==> src/rtl/mips_dmem_pkg.sv <==
// Shared definitions for the MIPS data-memory arbiter.
//   state_e  : arbiter FSM states (IDLE -> ISSUE -> WAIT -> DONE -> IDLE)
//   REQ_CPU  : requester id of the core load/store port
//   REQ_DMA  : requester id of the loader/DMA port
//   PERF_W   : width of the optional performance counters
//   sat_inc  : saturating increment used by those counters
package mips_dmem_pkg;

  typedef enum logic [1:0] {
    IDLE  = 2'd0,
    ISSUE = 2'd1,
    WAIT  = 2'd2,
    DONE  = 2'd3
  } state_e;

  localparam logic REQ_CPU = 1'b0;
  localparam logic REQ_DMA = 1'b1;

  localparam int PERF_W = 16;

  // Increment that sticks at all-ones instead of wrapping to zero.
  function automatic logic [PERF_W-1:0] sat_inc(input logic [PERF_W-1:0] v);
    if (v == {PERF_W{1'b1}}) begin
      return v;
    end
    return v + PERF_W'(1);
  endfunction

endpackage

==> src/rtl/rr_arb2.sv <==
// Two-way round-robin picker, purely combinational.
//   req_i[0]    : CPU request
//   req_i[1]    : DMA request
//   last_gnt_i  : id of the requester served most recently
//   gnt_id_o    : id of the winner (REQ_CPU / REQ_DMA)
//   gnt_valid_o : at least one request is present
// A single requester always wins; when both request, the one that was
// not served last wins.
module rr_arb2
  import mips_dmem_pkg::*;
(
  input  logic [1:0] req_i,
  input  logic       last_gnt_i,
  output logic       gnt_id_o,
  output logic       gnt_valid_o
);

  always_comb begin
    gnt_valid_o = |req_i;
    gnt_id_o    = REQ_CPU;
    case (req_i)
      2'b01:   gnt_id_o = REQ_CPU;
      2'b10:   gnt_id_o = REQ_DMA;
      2'b11:   gnt_id_o = ~last_gnt_i;
      default: gnt_id_o = REQ_CPU;
    endcase
  end

endmodule

==> src/rtl/mips_dmem_arbiter.sv <==
// Shares the single-port MIPS data memory between the core load/store port
// (CPU) and the loader/DMA port. One access at a time: the winner's fields
// are latched, strobed to memory for one cycle, the fixed memory latency is
// waited out, then a one-cycle ack is returned to the winner.
//
// Parameters:
//   ADDR_W  : byte address width (passed through unchanged)
//   DATA_W  : data word width
//   MEM_LAT : cycles from mem_en_o to valid mem_rdata_i (>= 1)
//
// Ports:
//   clk_i, rst_ni                 : clock (rising edge), async active-low reset
//   cpu_req_i/we_i/addr_i/wdata_i : CPU request and fields
//   cpu_stall_o                   : cpu_req_i & ~cpu_ack_o
//   cpu_ack_o, cpu_rdata_o        : completion pulse and load data
//   dma_req_i/we_i/addr_i/wdata_i : loader request and fields
//   dma_ack_o, dma_rdata_o        : completion pulse and load data
//   mem_en_o/we_o/addr_o/wdata_o  : memory strobe and fields
//   mem_rdata_i                   : memory read data
//   perf_*_cnt_o                  : only with DMEM_ARB_PERF_EN defined
//   state_o                       : current FSM state (debug)
//
// Handshake: a requester raises req with fields stable and keeps them until
// it sees its one-cycle ack; the ack cycle is the only completion indication
// and load data is valid only while ack is high.
//
// Build option: define DMEM_ARB_PERF_EN to add the saturating performance
// counters (completed accesses per requester, IDLE cycles with a conflict).
module mips_dmem_arbiter
  import mips_dmem_pkg::*;
#(
  parameter int ADDR_W  = 32,
  parameter int DATA_W  = 32,
  parameter int MEM_LAT = 1
) (
  input  logic              clk_i,
  input  logic              rst_ni,
  // CPU port
  input  logic              cpu_req_i,
  input  logic              cpu_we_i,
  input  logic [ADDR_W-1:0] cpu_addr_i,
  input  logic [DATA_W-1:0] cpu_wdata_i,
  output logic              cpu_stall_o,
  output logic              cpu_ack_o,
  output logic [DATA_W-1:0] cpu_rdata_o,
  // DMA / loader port
  input  logic              dma_req_i,
  input  logic              dma_we_i,
  input  logic [ADDR_W-1:0] dma_addr_i,
  input  logic [DATA_W-1:0] dma_wdata_i,
  output logic              dma_ack_o,
  output logic [DATA_W-1:0] dma_rdata_o,
  // Data memory
  output logic              mem_en_o,
  output logic              mem_we_o,
  output logic [ADDR_W-1:0] mem_addr_o,
  output logic [DATA_W-1:0] mem_wdata_o,
  input  logic [DATA_W-1:0] mem_rdata_i,
`ifdef DMEM_ARB_PERF_EN
  output logic [PERF_W-1:0] perf_cpu_cnt_o,
  output logic [PERF_W-1:0] perf_dma_cnt_o,
  output logic [PERF_W-1:0] perf_conflict_cnt_o,
`endif
  // Debug
  output state_e            state_o
);

  // Wide enough to hold MEM_LAT itself.
  localparam int CNT_W = (MEM_LAT < 2) ? 1 : $clog2(MEM_LAT + 1);

  state_e              state_q,     state_d;
  logic                gnt_q,       gnt_d;
  logic                last_gnt_q,  last_gnt_d;
  logic [CNT_W-1:0]    cnt_q,       cnt_d;
  logic                mem_en_q,    mem_en_d;
  logic                mem_we_q,    mem_we_d;
  logic [ADDR_W-1:0]   mem_addr_q,  mem_addr_d;
  logic [DATA_W-1:0]   mem_wdata_q, mem_wdata_d;
  logic                cpu_ack_q,   cpu_ack_d;
  logic                dma_ack_q,   dma_ack_d;
  logic [DATA_W-1:0]   cpu_rdata_q, cpu_rdata_d;
  logic [DATA_W-1:0]   dma_rdata_q, dma_rdata_d;

  logic                arb_id;
  logic                arb_valid;

  rr_arb2 u_rr_arb2 (
    .req_i       ({dma_req_i, cpu_req_i}),
    .last_gnt_i  (last_gnt_q),
    .gnt_id_o    (arb_id),
    .gnt_valid_o (arb_valid)
  );

  // ---------------------------------------------------------------------
  // Next-state and datapath logic
  // ---------------------------------------------------------------------
  always_comb begin
    state_d     = state_q;
    gnt_d       = gnt_q;
    last_gnt_d  = last_gnt_q;
    cnt_d       = cnt_q;
    mem_en_d    = 1'b0;
    mem_we_d    = mem_we_q;
    mem_addr_d  = mem_addr_q;
    mem_wdata_d = mem_wdata_q;
    cpu_ack_d   = 1'b0;
    dma_ack_d   = 1'b0;
    cpu_rdata_d = cpu_rdata_q;
    dma_rdata_d = dma_rdata_q;

    case (state_q)
      IDLE: begin
        // Requests are only looked at here; anything raised while busy
        // simply waits for the next IDLE cycle.
        if (arb_valid) begin
          gnt_d = arb_id;
          if (arb_id == REQ_DMA) begin
            mem_we_d    = dma_we_i;
            mem_addr_d  = dma_addr_i;
            mem_wdata_d = dma_wdata_i;
          end else begin
            mem_we_d    = cpu_we_i;
            mem_addr_d  = cpu_addr_i;
            mem_wdata_d = cpu_wdata_i;
          end
          // Registered strobe: high during the ISSUE cycle only.
          mem_en_d = 1'b1;
          state_d  = ISSUE;
        end
      end

      ISSUE: begin
        cnt_d   = CNT_W'(MEM_LAT);
        state_d = WAIT;
      end

      WAIT: begin
        // The counter starts at MEM_LAT, so the last WAIT cycle is exactly
        // MEM_LAT cycles after the strobe, when mem_rdata_i is valid.
        if (cnt_q == CNT_W'(1)) begin
          cnt_d = '0;
          if (gnt_q == REQ_DMA) begin
            dma_ack_d = 1'b1;
            if (!mem_we_q) begin
              dma_rdata_d = mem_rdata_i;
            end
          end else begin
            cpu_ack_d = 1'b1;
            if (!mem_we_q) begin
              cpu_rdata_d = mem_rdata_i;
            end
          end
          state_d = DONE;
        end else begin
          cnt_d = cnt_q - CNT_W'(1);
        end
      end

      DONE: begin
        // Ack is on this cycle; record the winner for the next tie.
        last_gnt_d = gnt_q;
        state_d    = IDLE;
      end

      default: begin
        state_d = IDLE;
      end
    endcase
  end

  // ---------------------------------------------------------------------
  // State registers
  // ---------------------------------------------------------------------
  always_ff @(posedge clk_i or negedge rst_ni) begin
    if (!rst_ni) begin
      state_q     <= IDLE;
      gnt_q       <= REQ_CPU;
      last_gnt_q  <= REQ_DMA;
      cnt_q       <= '0;
      mem_en_q    <= 1'b0;
      mem_we_q    <= 1'b0;
      mem_addr_q  <= '0;
      mem_wdata_q <= '0;
      cpu_ack_q   <= 1'b0;
      dma_ack_q   <= 1'b0;
      cpu_rdata_q <= '0;
      dma_rdata_q <= '0;
    end else begin
      state_q     <= state_d;
      gnt_q       <= gnt_d;
      last_gnt_q  <= last_gnt_d;
      cnt_q       <= cnt_d;
      mem_en_q    <= mem_en_d;
      mem_we_q    <= mem_we_d;
      mem_addr_q  <= mem_addr_d;
      mem_wdata_q <= mem_wdata_d;
      cpu_ack_q   <= cpu_ack_d;
      dma_ack_q   <= dma_ack_d;
      cpu_rdata_q <= cpu_rdata_d;
      dma_rdata_q <= dma_rdata_d;
    end
  end

`ifdef DMEM_ARB_PERF_EN
  // ---------------------------------------------------------------------
  // Performance counters (saturating)
  // ---------------------------------------------------------------------
  logic [PERF_W-1:0] perf_cpu_q,  perf_cpu_d;
  logic [PERF_W-1:0] perf_dma_q,  perf_dma_d;
  logic [PERF_W-1:0] perf_conf_q, perf_conf_d;

  always_comb begin
    perf_cpu_d  = perf_cpu_q;
    perf_dma_d  = perf_dma_q;
    perf_conf_d = perf_conf_q;
    // An access counts as completed in its DONE (ack) cycle.
    if (state_q == DONE) begin
      if (gnt_q == REQ_DMA) begin
        perf_dma_d = sat_inc(perf_dma_q);
      end else begin
        perf_cpu_d = sat_inc(perf_cpu_q);
      end
    end
    if ((state_q == IDLE) && cpu_req_i && dma_req_i) begin
      perf_conf_d = sat_inc(perf_conf_q);
    end
  end

  always_ff @(posedge clk_i or negedge rst_ni) begin
    if (!rst_ni) begin
      perf_cpu_q  <= '0;
      perf_dma_q  <= '0;
      perf_conf_q <= '0;
    end else begin
      perf_cpu_q  <= perf_cpu_d;
      perf_dma_q  <= perf_dma_d;
      perf_conf_q <= perf_conf_d;
    end
  end

  assign perf_cpu_cnt_o      = perf_cpu_q;
  assign perf_dma_cnt_o      = perf_dma_q;
  assign perf_conflict_cnt_o = perf_conf_q;
`endif

  // ---------------------------------------------------------------------
  // Outputs
  // ---------------------------------------------------------------------
  assign cpu_stall_o = cpu_req_i & ~cpu_ack_q;
  assign cpu_ack_o   = cpu_ack_q;
  assign cpu_rdata_o = cpu_rdata_q;
  assign dma_ack_o   = dma_ack_q;
  assign dma_rdata_o = dma_rdata_q;
  assign mem_en_o    = mem_en_q;
  assign mem_we_o    = mem_we_q;
  assign mem_addr_o  = mem_addr_q;
  assign mem_wdata_o = mem_wdata_q;
  assign state_o     = state_q;

endmodule

==> config.mk <==
export PLATFORM = sky130hd
export DESIGN_NAME = mips_dmem_arbiter
export DESIGN_NICKNAME = d
export VERILOG_FILES = /design/src/rtl/mips_dmem_pkg.sv /design/src/rtl/rr_arb2.sv /design/src/rtl/mips_dmem_arbiter.sv
export SDC_FILE = /design/constraint.sdc
export NUM_CORES = 1
export LEC_CHECK = 0
export BUFFER_PORTS_ARGS = -buffer_cell sky130_fd_sc_hd__buf_2
export CORE_AREA = 3 3 126 103
export DETAILED_ROUTE_END_ITERATION = 7
export DIE_AREA = 0 0 129 106
export PLACE_DENSITY = 0.93
export SYNTH_ARGS = -nofsm -noshare
export SYNTH_HDL_FRONTEND = slang
export SYNTH_HIERARCHICAL = 1
export SYNTH_SLANG_ARGS = --single-unit
export TNS_END_PERCENT = 10
==> constraint.sdc <==
create_clock -name clk_i -period 3.5 [get_ports clk_i]
set_input_delay 0.525 -clock clk_i [delete_from_list [all_inputs] [get_ports clk_i]]
set_output_delay 0.525 -clock clk_i [all_outputs]
set_load 0.01 [all_outputs]
=== After elaboration in Yosys (flattened, before gate mapping) ===
Cells that the tools add are included.

* Word-level logic and storage cells: 49
* Register bits after elaboration: 137

* $add $sub $neg: 1
* Bitwise operators: 5
* Reductions and logical operators: 7
* Eq/ne operators: 7
* Muxes and demuxes: 17

{| class="wikitable"
|+ Operator list
! cell !! number
|-
| two-way mux 32 bit || 2
|-
| two-way mux 1 bit || 10
|-
| equality test 2 bit, second input constant || 4
|-
| case mux 2 bit (4 select lines) || 1
|-
| AND reduction 4 bit || 2
|-
| two-way mux 2 bit || 2
|-
| != test 2 bit, second input constant || 2
|-
| NOT 1 bit || 4
|-
| case mux 1 bit (2 select lines) || 2
|-
| AND reduction 2 bit || 2
|-
| equality test 2 x 1 -> 1 bit, second input constant || 1
|-
| logical NOT 2 bit || 1
|-
| nonzero test 2 bit || 1
|-
| OR reduction 2 bit || 1
|-
| bitwise AND 1 bit || 1
|-
| subtractor 1 bit, second input constant || 1
|}

=== Logic depth before layout (Yosys ltp) ===
Gate-level depths: netlist of run 1.

* Word-level depth: 3
* Mapped depth: 8
* Mapped depth without buffers: 5

=== Modules after synthesis ===
Netlist of run 1, hierarchy kept.

{| class="wikitable"
|+ By module, submodules not included
! module !! area each (sq um) !! sequential area each (sq um) !! instances !! cells each
|-
| mips_dmem_arbiter || 5739.3 || 3429.5 || 1 || 449
|-
| rr_arb2 || 13.8 || 0.0 || 1 || 2
|}

=== Least setup slack after synthesis of run 1 ===
OpenSTA, ideal clock, no wires.

* Path kind: flip-flop to flip-flop
* Start point: register state_q[0] (netlist: state_o[0])
* End point: register cpu_rdata_q[10] (netlist: cpu_rdata_o[10])
* Path slack: 1.808 ns
* Path buffers: 1
* Cell stages (with the launch flop): 7
* Library setup time: 0.125 ns
* Data required time: 3.375 ns
* Data arrival time: 1.567 ns
* Clock period less this slack: 1.692 ns
* Path through: dfrtp_1 > inv_1 > ha_1 > nand2_1 > nor3_4 > buf_4 > mux2_2

* Cells in the longest elaborated chain, start to end: 2

{| class="wikitable"
|+ RTL lines
! item !! line !! RTL
|-
| start: declaration || mips_dmem_arbiter.sv:71 || <nowiki>state_e state_q, state_d;</nowiki>
|-
| start signal: assignment || mips_dmem_arbiter.sv:189 || <nowiki>state_q <= state_d;</nowiki>
|-
| equality test 2 bit || mips_dmem_arbiter.sv:111 || <nowiki>case (state_q)</nowiki>
|-
| AND reduction 4 bit (no source line) || - ||
|-
| end signal: assignment || mips_dmem_arbiter.sv:199 || <nowiki>cpu_rdata_q <= cpu_rdata_d;</nowiki>
|-
| end: declaration || mips_dmem_arbiter.sv:81 || <nowiki>logic [DATA_W-1:0] cpu_rdata_q, cpu_rdata_d;</nowiki>
|}

Every way passes these cells.
A chain may end at the register's enable or synchronous reset.

=== Worst setup path after layout of run 1 ===
* Start point: register state_q[0] (netlist: state_o[0])
* End point: register dma_rdata_q[18] (netlist: dma_rdata_o[18])

* Cells in the longest elaborated chain, start to end: 2

{| class="wikitable"
|+ RTL lines
! item !! line !! RTL
|-
| equality test 2 bit || mips_dmem_arbiter.sv:111 ||
|-
| AND reduction 4 bit (no source line) || - ||
|-
| end signal: assignment || mips_dmem_arbiter.sv:200 || <nowiki>dma_rdata_q <= dma_rdata_d;</nowiki>
|-
| end: declaration || mips_dmem_arbiter.sv:82 || <nowiki>logic [DATA_W-1:0] dma_rdata_q, dma_rdata_d;</nowiki>
|}

Every way passes these cells.

==> flow_metrics.env, run 1 <==
export IMPL_placedCellCount=881
export IMPL_worstSetupPathType="reg2reg"
export IMPL_timing_final_crit_share_pct=68.9
export IMPL_grt_pass1_wl_um=23300
export IMPL_wl_per_cell_um=16.5
export IMPL_coreArea_sq_mm=0.0116
export IMPL_cts_hold_buf=0
export IMPL_cp_start_kind="flop"
export IMPL_worstPathCellList="inv_1 > ha_1 > nand4b_2 > mux2_2"
export IMPL_io_buffers=300
export IMPL_n_antenna_cell=0
export IMPL_nets=923
export IMPL_final_core_util_pct=68.8
export IMPL_cellLeakagePower_nw=3.97
export IMPL_fin_cells=913
export IMPL_dp_hpwl_um=11200
export IMPL_wirelength_met1_um=5700
export IMPL_ctsResizeCount=0
export IMPL_arrival_ns=2.70
export IMPL_firstDrtPassIters=4
export IMPL_first_iter_violations=184
export IMPL_worst_path_max_delay_cell="nand4b_2"
export IMPL_synthToLayoutAreaGrowth_pct=39.3
export IMPL_die_x_um=129
export IMPL_cp_end_kind="flop"
export IMPL_synth_nets=622
export IMPL_die_y_um=106
export IMPL_ys_ff_latch=137
export IMPL_cts_root_buffer="clkbuf_16"
export IMPL_synth_area_per_cell_sq_um=12.8
export IMPL_start_util_pct=49.4
export IMPL_worstMarginPinSlew_ns=1.10
export IMPL_synth_distinct_cells=21
export IMPL_cap_violations=0
export IMPL_path_clk_slew_ns=0.07
export IMPL_antenna_found_initial=0
export IMPL_drt_vias_per_instance=5.01
export IMPL_cts_sinks=137
export IMPL_cp_required_ns=3.78
export IMPL_syn_cell_area_sq_mm=0.00575
export IMPL_min_period_ns=2.41
export IMPL_rsz0062_at_grt="no"
export IMPL_wl_met3_um=1040
export IMPL_route_detailed_drc=0
export IMPL_cts_path_max_buffers=2
export IMPL_routabilityCongestion=0.804
export IMPL_yosysSeqAreaShare_pct=59.6
export IMPL_cts_made_buffers=17
export IMPL_clock_skew_final_ns=0.0111
export IMPL_final_common_cell="buf_2"
export IMPL_insertion_delay_ns=0.41
export IMPL_crit_fanout=32
export IMPL_boundaryPins=301
export IMPL_drv_slew=0
export IMPL_cts_htree_levels=4
export IMPL_peakVddDrop_mv=0.620
export IMPL_grt_max_degree=98
export IMPL_slew_headroom_pct=26.2
export IMPL_maxUsedRoutingLayer="met4"
export IMPL_r2r_slack_ns=1.09
export IMPL_cpPeakStageDelay_ns=0.86
export IMPL_drive_gt1_share_pct=54.0
export IMPL_layout_common_cells="buf_2, dfrtp_1, nor2_1"
export IMPL_fin_hold_ws_ns=0.205
export IMPL_wl_met2_um=8120
export IMPL_finalSetupViolations=0
export IMPL_synthCells=451
export IMPL_p_per_area_mw_per_mm2=946
export IMPL_cts_tree="built"
export IMPL_postRouteAntennaNets=0
export IMPL_grt_pass1_vias=4796
export IMPL_status="finished, final reports clean"
export IMPL_fmax_mhz=414
export IMPL_grt_usage_pct=21.6
export IMPL_rows=35
export IMPL_hold_path_class="in2async"
export IMPL_finalHoldViolCount=0
export IMPL_dieArea_sq_mm=0.0137
export IMPL_wirelength_um=15100
export IMPL_dr_total_vias=4575
export IMPL_tns_ns=0
export IMPL_grt_overflow_total=0
export IMPL_cts_setup_buffers=0
export IMPL_ys_warn_count=6
## per-stage QoR
| step | power [mW] | area [sq um] | setup slack, ns |
|---|---|---|---|
| after CTS | 7.66 | 8020 | 1.08 |
| final | 7.59 | 8020 | 1.09 |
| after global routing | 8.06 | 8020 | 0.932 |
| after detailed placement | 5.76 | 7400 | 1.11 |
| after global placement | 5.61 | 7400 | 1.19 |
| after floorplan | 4.49 | 5750 | 1.81 |
## power by group
| part | internal, mW | switching (mW) |
|---|---|---|
| Clock | 1.14 | 0.713 |
| Sequential | 2.39 | 0.441 |
| Combinational | 1.35 | 1.55 |
| Total | 4.89 | 2.70 |
## routing by layer
layer,vias up,GRT usage (%)
met1,2211,23.7
met2,177,41.0
met4,0,6.00
met5,-,0
met3,18,5.22
li1,2169,-
## synthesized netlist by cell type
master | instances | area, sq um
dfrtp_1 | 136 | 3400
nor2_1 | 67 | 251
mux2_2 | 66 | 743
mux2i_1 | 66 | 661
a21oi_1 | 65 | 325
buf_2 | 12 | 60.1
buf_4 | 11 | 82.6
clkbuf_1 | 6 | 22.5
ha_1 | 5 | 62.6
inv_1 | 4 | 15.0
mux2_1 | 2 | 22.5
nand2_1 | 2 | 7.51
a21boi_1 | 1 | 7.51
and2_1 | 1 | 6.26
and3_1 | 1 | 6.26
dfstp_2 | 1 | 26.3
nand4b_2 | 1 | 15.0
nor2b_1 | 1 | 6.26
nor3_4 | 1 | 16.3
o22ai_1 | 1 | 6.26
or2_1 | 1 | 6.26
## registers in the layout, summed over array words and instances, names as in the netlist
name and flops:
last_gnt_q 1, cpu_ack_o 1, cnt_q 1, mem_wdata_o 32, dma_ack_o 1, mem_addr_o 32, cpu_rdata_o 32, mem_we_o 1
gnt_q 1, state_o 2, dma_rdata_o 32, mem_en_o 1
## worst paths after layout
path                                start               to  cells after the start
min reg2reg                cpu_rdata_o[5]   cpu_rdata_o[5]                      1
max                            state_o[0]  dma_rdata_o[18]                      4
max reg2reg                    state_o[0]  dma_rdata_o[18]                      4
min in group clk_i         mem_rdata_i[5]   cpu_rdata_o[5]                      2
min                                rst_ni   cpu_rdata_o[4]                      1
max in group asynchronous          rst_ni   mem_addr_o[22]                      2
## critical path: cells and delay by family, from the launching register on
kind	cells	cell delay, ns
DFF	1	0.40
muxes	1	0.64
and+or+nand+nor	1	0.86
adders and majority gates	1	0.23
buffers and inverters	1	0.15
## area by class of cell
class	instances	area, sq um
multi-input cells	281	2160
well taps	148	185
fillers	871	3630
flip-flops and latches	137	3430
clock buffers	18	429
clock inverters	14	185
repair buffers	311	1620
inverters	4	15.0
## kinds of logic after synthesis
group / synth area share, %
and+or+nand+nor: 5.48
AOI/OAI and AO/OA: 5.89
DFF: 59.6
adders and majority gates: 1.09
muxes: 24.8
buffers and inverters: 3.13
Note: power is estimated with default switching activity, not from simulation.
==> run 2: changes to the inputs <==
--- a/config.mk
+++ b/config.mk
@@ -6,10 +6,10 @@
 export NUM_CORES = 1
 export LEC_CHECK = 0
 export BUFFER_PORTS_ARGS = -buffer_cell sky130_fd_sc_hd__buf_2
-export CORE_AREA = 3 3 126 103
+export CORE_AREA = 3 3 131 108
 export DETAILED_ROUTE_END_ITERATION = 7
-export DIE_AREA = 0 0 129 106
-export PLACE_DENSITY = 0.93
+export DIE_AREA = 0 0 134 111
+export PLACE_DENSITY = 0.86
 export SYNTH_ARGS = -nofsm -noshare
 export SYNTH_HDL_FRONTEND = slang
 export SYNTH_HIERARCHICAL = 1
==> constraint.sdc (replaced) <==
create_clock -name clk_i -period 2.4 [get_ports clk_i]
set_input_delay 0.36 -clock clk_i [delete_from_list [all_inputs] [get_ports clk_i]]
set_output_delay 0.36 -clock clk_i [all_outputs]
set_load 0.01 [all_outputs]
==> run 2 against run 1 <==
Sequential share of layout area shrank 0.68 points. Largest power group unchanged. Total power grew 47%. Global-route usage shrank 1.6 points. Clock skew shrank 0.0021 ns. Clock-buffer cell count is the same. Die area grew 8.8%.
==> flow_metrics.env, run 2 (synthesis results as in run 1) <==
export IMPL_drv_slew=0
export IMPL_arrival_ns=2.27
export IMPL_crit_fanout=32
export IMPL_rows=37
export IMPL_cp_num_cells=6
export IMPL_cts_tree="built"
export IMPL_cts_setup_buffers=0
export IMPL_cellLeakagePower_nw=4.02
export IMPL_cp_end_kind="flop"
export IMPL_cts_sinks=137
export IMPL_grt_usage_pct=20.0
export IMPL_drt_vias_per_instance=4.74
export IMPL_die_x_um=134
export IMPL_p_total_mw=11.2
export IMPL_nets=926
export IMPL_coreArea_sq_mm=0.0128
export IMPL_worstSetupPathType="reg2reg"
export IMPL_firstDrtPassIters=7
export IMPL_crit_end="cpu_rdata_o[18]"
export IMPL_crit_start="state_o[0]"
export IMPL_io_buffers=300
export IMPL_grt_pass1_vias=4687
export IMPL_fillCellCount=1015
export IMPL_p_per_area_mw_per_mm2=1370
export IMPL_cap_violations=0
export IMPL_first_iter_violations=197
export IMPL_cts_path_max_buffers=2
export IMPL_insertion_delay_ns=0.41
export IMPL_timing_final_crit_share_pct=82.8
export IMPL_reg2regPathDepth=6
export IMPL_path_clk_slew_ns=0.06
export IMPL_cp_start_kind="flop"
export IMPL_die_y_um=111
export IMPL_reg2reg_to="cpu_rdata_o[18]"
export IMPL_wirelength_um=15000
export IMPL_grt_max_degree=62
export IMPL_cts_htree_levels=4
export IMPL_status="finished, final reports clean"
export IMPL_grt_pass1_wl_um=23600
export IMPL_hold_path_class="in2reg"
export IMPL_fmax_mhz=503
export IMPL_postRouteAntennaNets=0
export IMPL_crit_family="buffers and inverters"
export IMPL_drive_gt1_share_pct=54.0
export IMPL_route_detailed_drc=0
export IMPL_start_util_pct=44.9
export IMPL_peakVddDrop_mv=0.649
export IMPL_clock_skew_final_ns=0.00902
export IMPL_cts_root_buffer="clkbuf_16"
export IMPL_cp_required_ns=2.69
export IMPL_layout_common_cells="buf_2, dfrtp_1, nor2_1"
export IMPL_cts_made_buffers=17
export IMPL_wl_per_cell_um=15.9
export IMPL_tns_ns=0
export IMPL_r2r_start="state_o[0]"
export IMPL_worstMarginPinSlew_ns=0.676
export IMPL_grt_overflow_total=0
export IMPL_routabilityCongestion=0.771
export IMPL_boundaryPins=301
export IMPL_dr_total_vias=4466
export IMPL_dp_hpwl_um=11400
export IMPL_n_antenna_cell=0
export IMPL_worst_path_max_delay_cell="dfrtp_1"
export IMPL_antenna_found_initial=0
export IMPL_crit_buf_inv=2
export IMPL_worstPathCellList="inv_1 > ha_1 > nand2_1 > nor3_4 > buf_4 > mux2_2"
export IMPL_dieArea_sq_mm=0.0149
export IMPL_finalSetupViolations=0
export IMPL_rsz0062_at_grt="no"
export IMPL_cpPeakStageDelay_ns=0.40
export IMPL_r2r_slack_ns=0.41
export IMPL_synthToLayoutAreaGrowth_pct=41.6
export IMPL_slew_headroom_pct=54.8
export IMPL_final_common_cell="buf_2"
export IMPL_finalHoldViolCount=0
export IMPL_min_period_ns=1.99
[run 2: changes by cell type in the layout (fill, tap and decap cells not counted), sizes merged]
cell / previous run / this run
buf: 311 / 313
clkinv: 1 / 2
clkinvlp: 3 / 1
dlygate4sd3: 0 / 1
bufinv: 3 / 4
[run 2: layer usage]
metal / GRT usage (%) / part of all wire, % / vias up
li1: - / - / 2167
met1: 23.3 / 39 / 2094
met2: 35.7 / 52 / 185
met3: 5.58 / 6.7 / 20
met4: 6.17 / 1.6 / 0
met5: 0 / 0 / -
[run 2: stage by stage]
step	hold slack, ns	cell area, sq um	setup slack [ns]	std cells	util (%)
detailed placement	0.377	7500	0.442	910	58.5
finish	0.187	8150	0.412	943	63.5
global route	0.181	8150	0.291	943	63.5
global placement	0.377	7500	0.525	910	58.5
floorplan	0.0644	5750	0.708	451	-
CTS	0.173	8150	0.416	943	63.5
[run 2: worst min path at each step]
stage                          startpoint         endpoint  slack, ns  depth (start not counted)
final                      mem_rdata_i[4]   cpu_rdata_o[4]       0.19                          2
after global routing      mem_rdata_i[29]  dma_rdata_o[29]       0.18                          2
after CTS                  mem_rdata_i[4]   cpu_rdata_o[4]       0.17                          2
after detailed placement           rst_ni   dma_rdata_o[3]       0.38                          1
after global placement             rst_ni   cpu_rdata_o[3]       0.38                          1
after floorplan                    rst_ni            cnt_q       0.06                          0
[run 2: timing repair]
item	4_1_cts	5_1_grt
gates resized for setup	0	0
hold endpoints to repair	57	0
hold buffers	1	0
[run 2: cell type report]
class	count	area, sq um	area share, %
Clock inverter	14	205	2.52
Tap cell	175	219	2.69
Multi-Input combinational cell	281	2160	26.5
Clock buffer	18	429	5.27
Timing Repair Buffer	314	1690	20.8
Sequential cell	137	3430	42.1
Inverter	4	15.0	0.184
[run 2: where the power goes]
group / leakage, nW / internal (mW) / switching, mW / total (mW)
Clock: 0.309 / 1.77 / 1.03 / 2.79
Sequential: 1.56 / 3.49 / 0.635 / 4.12
Combinational: 2.16 / 2.01 / 2.24 / 4.24
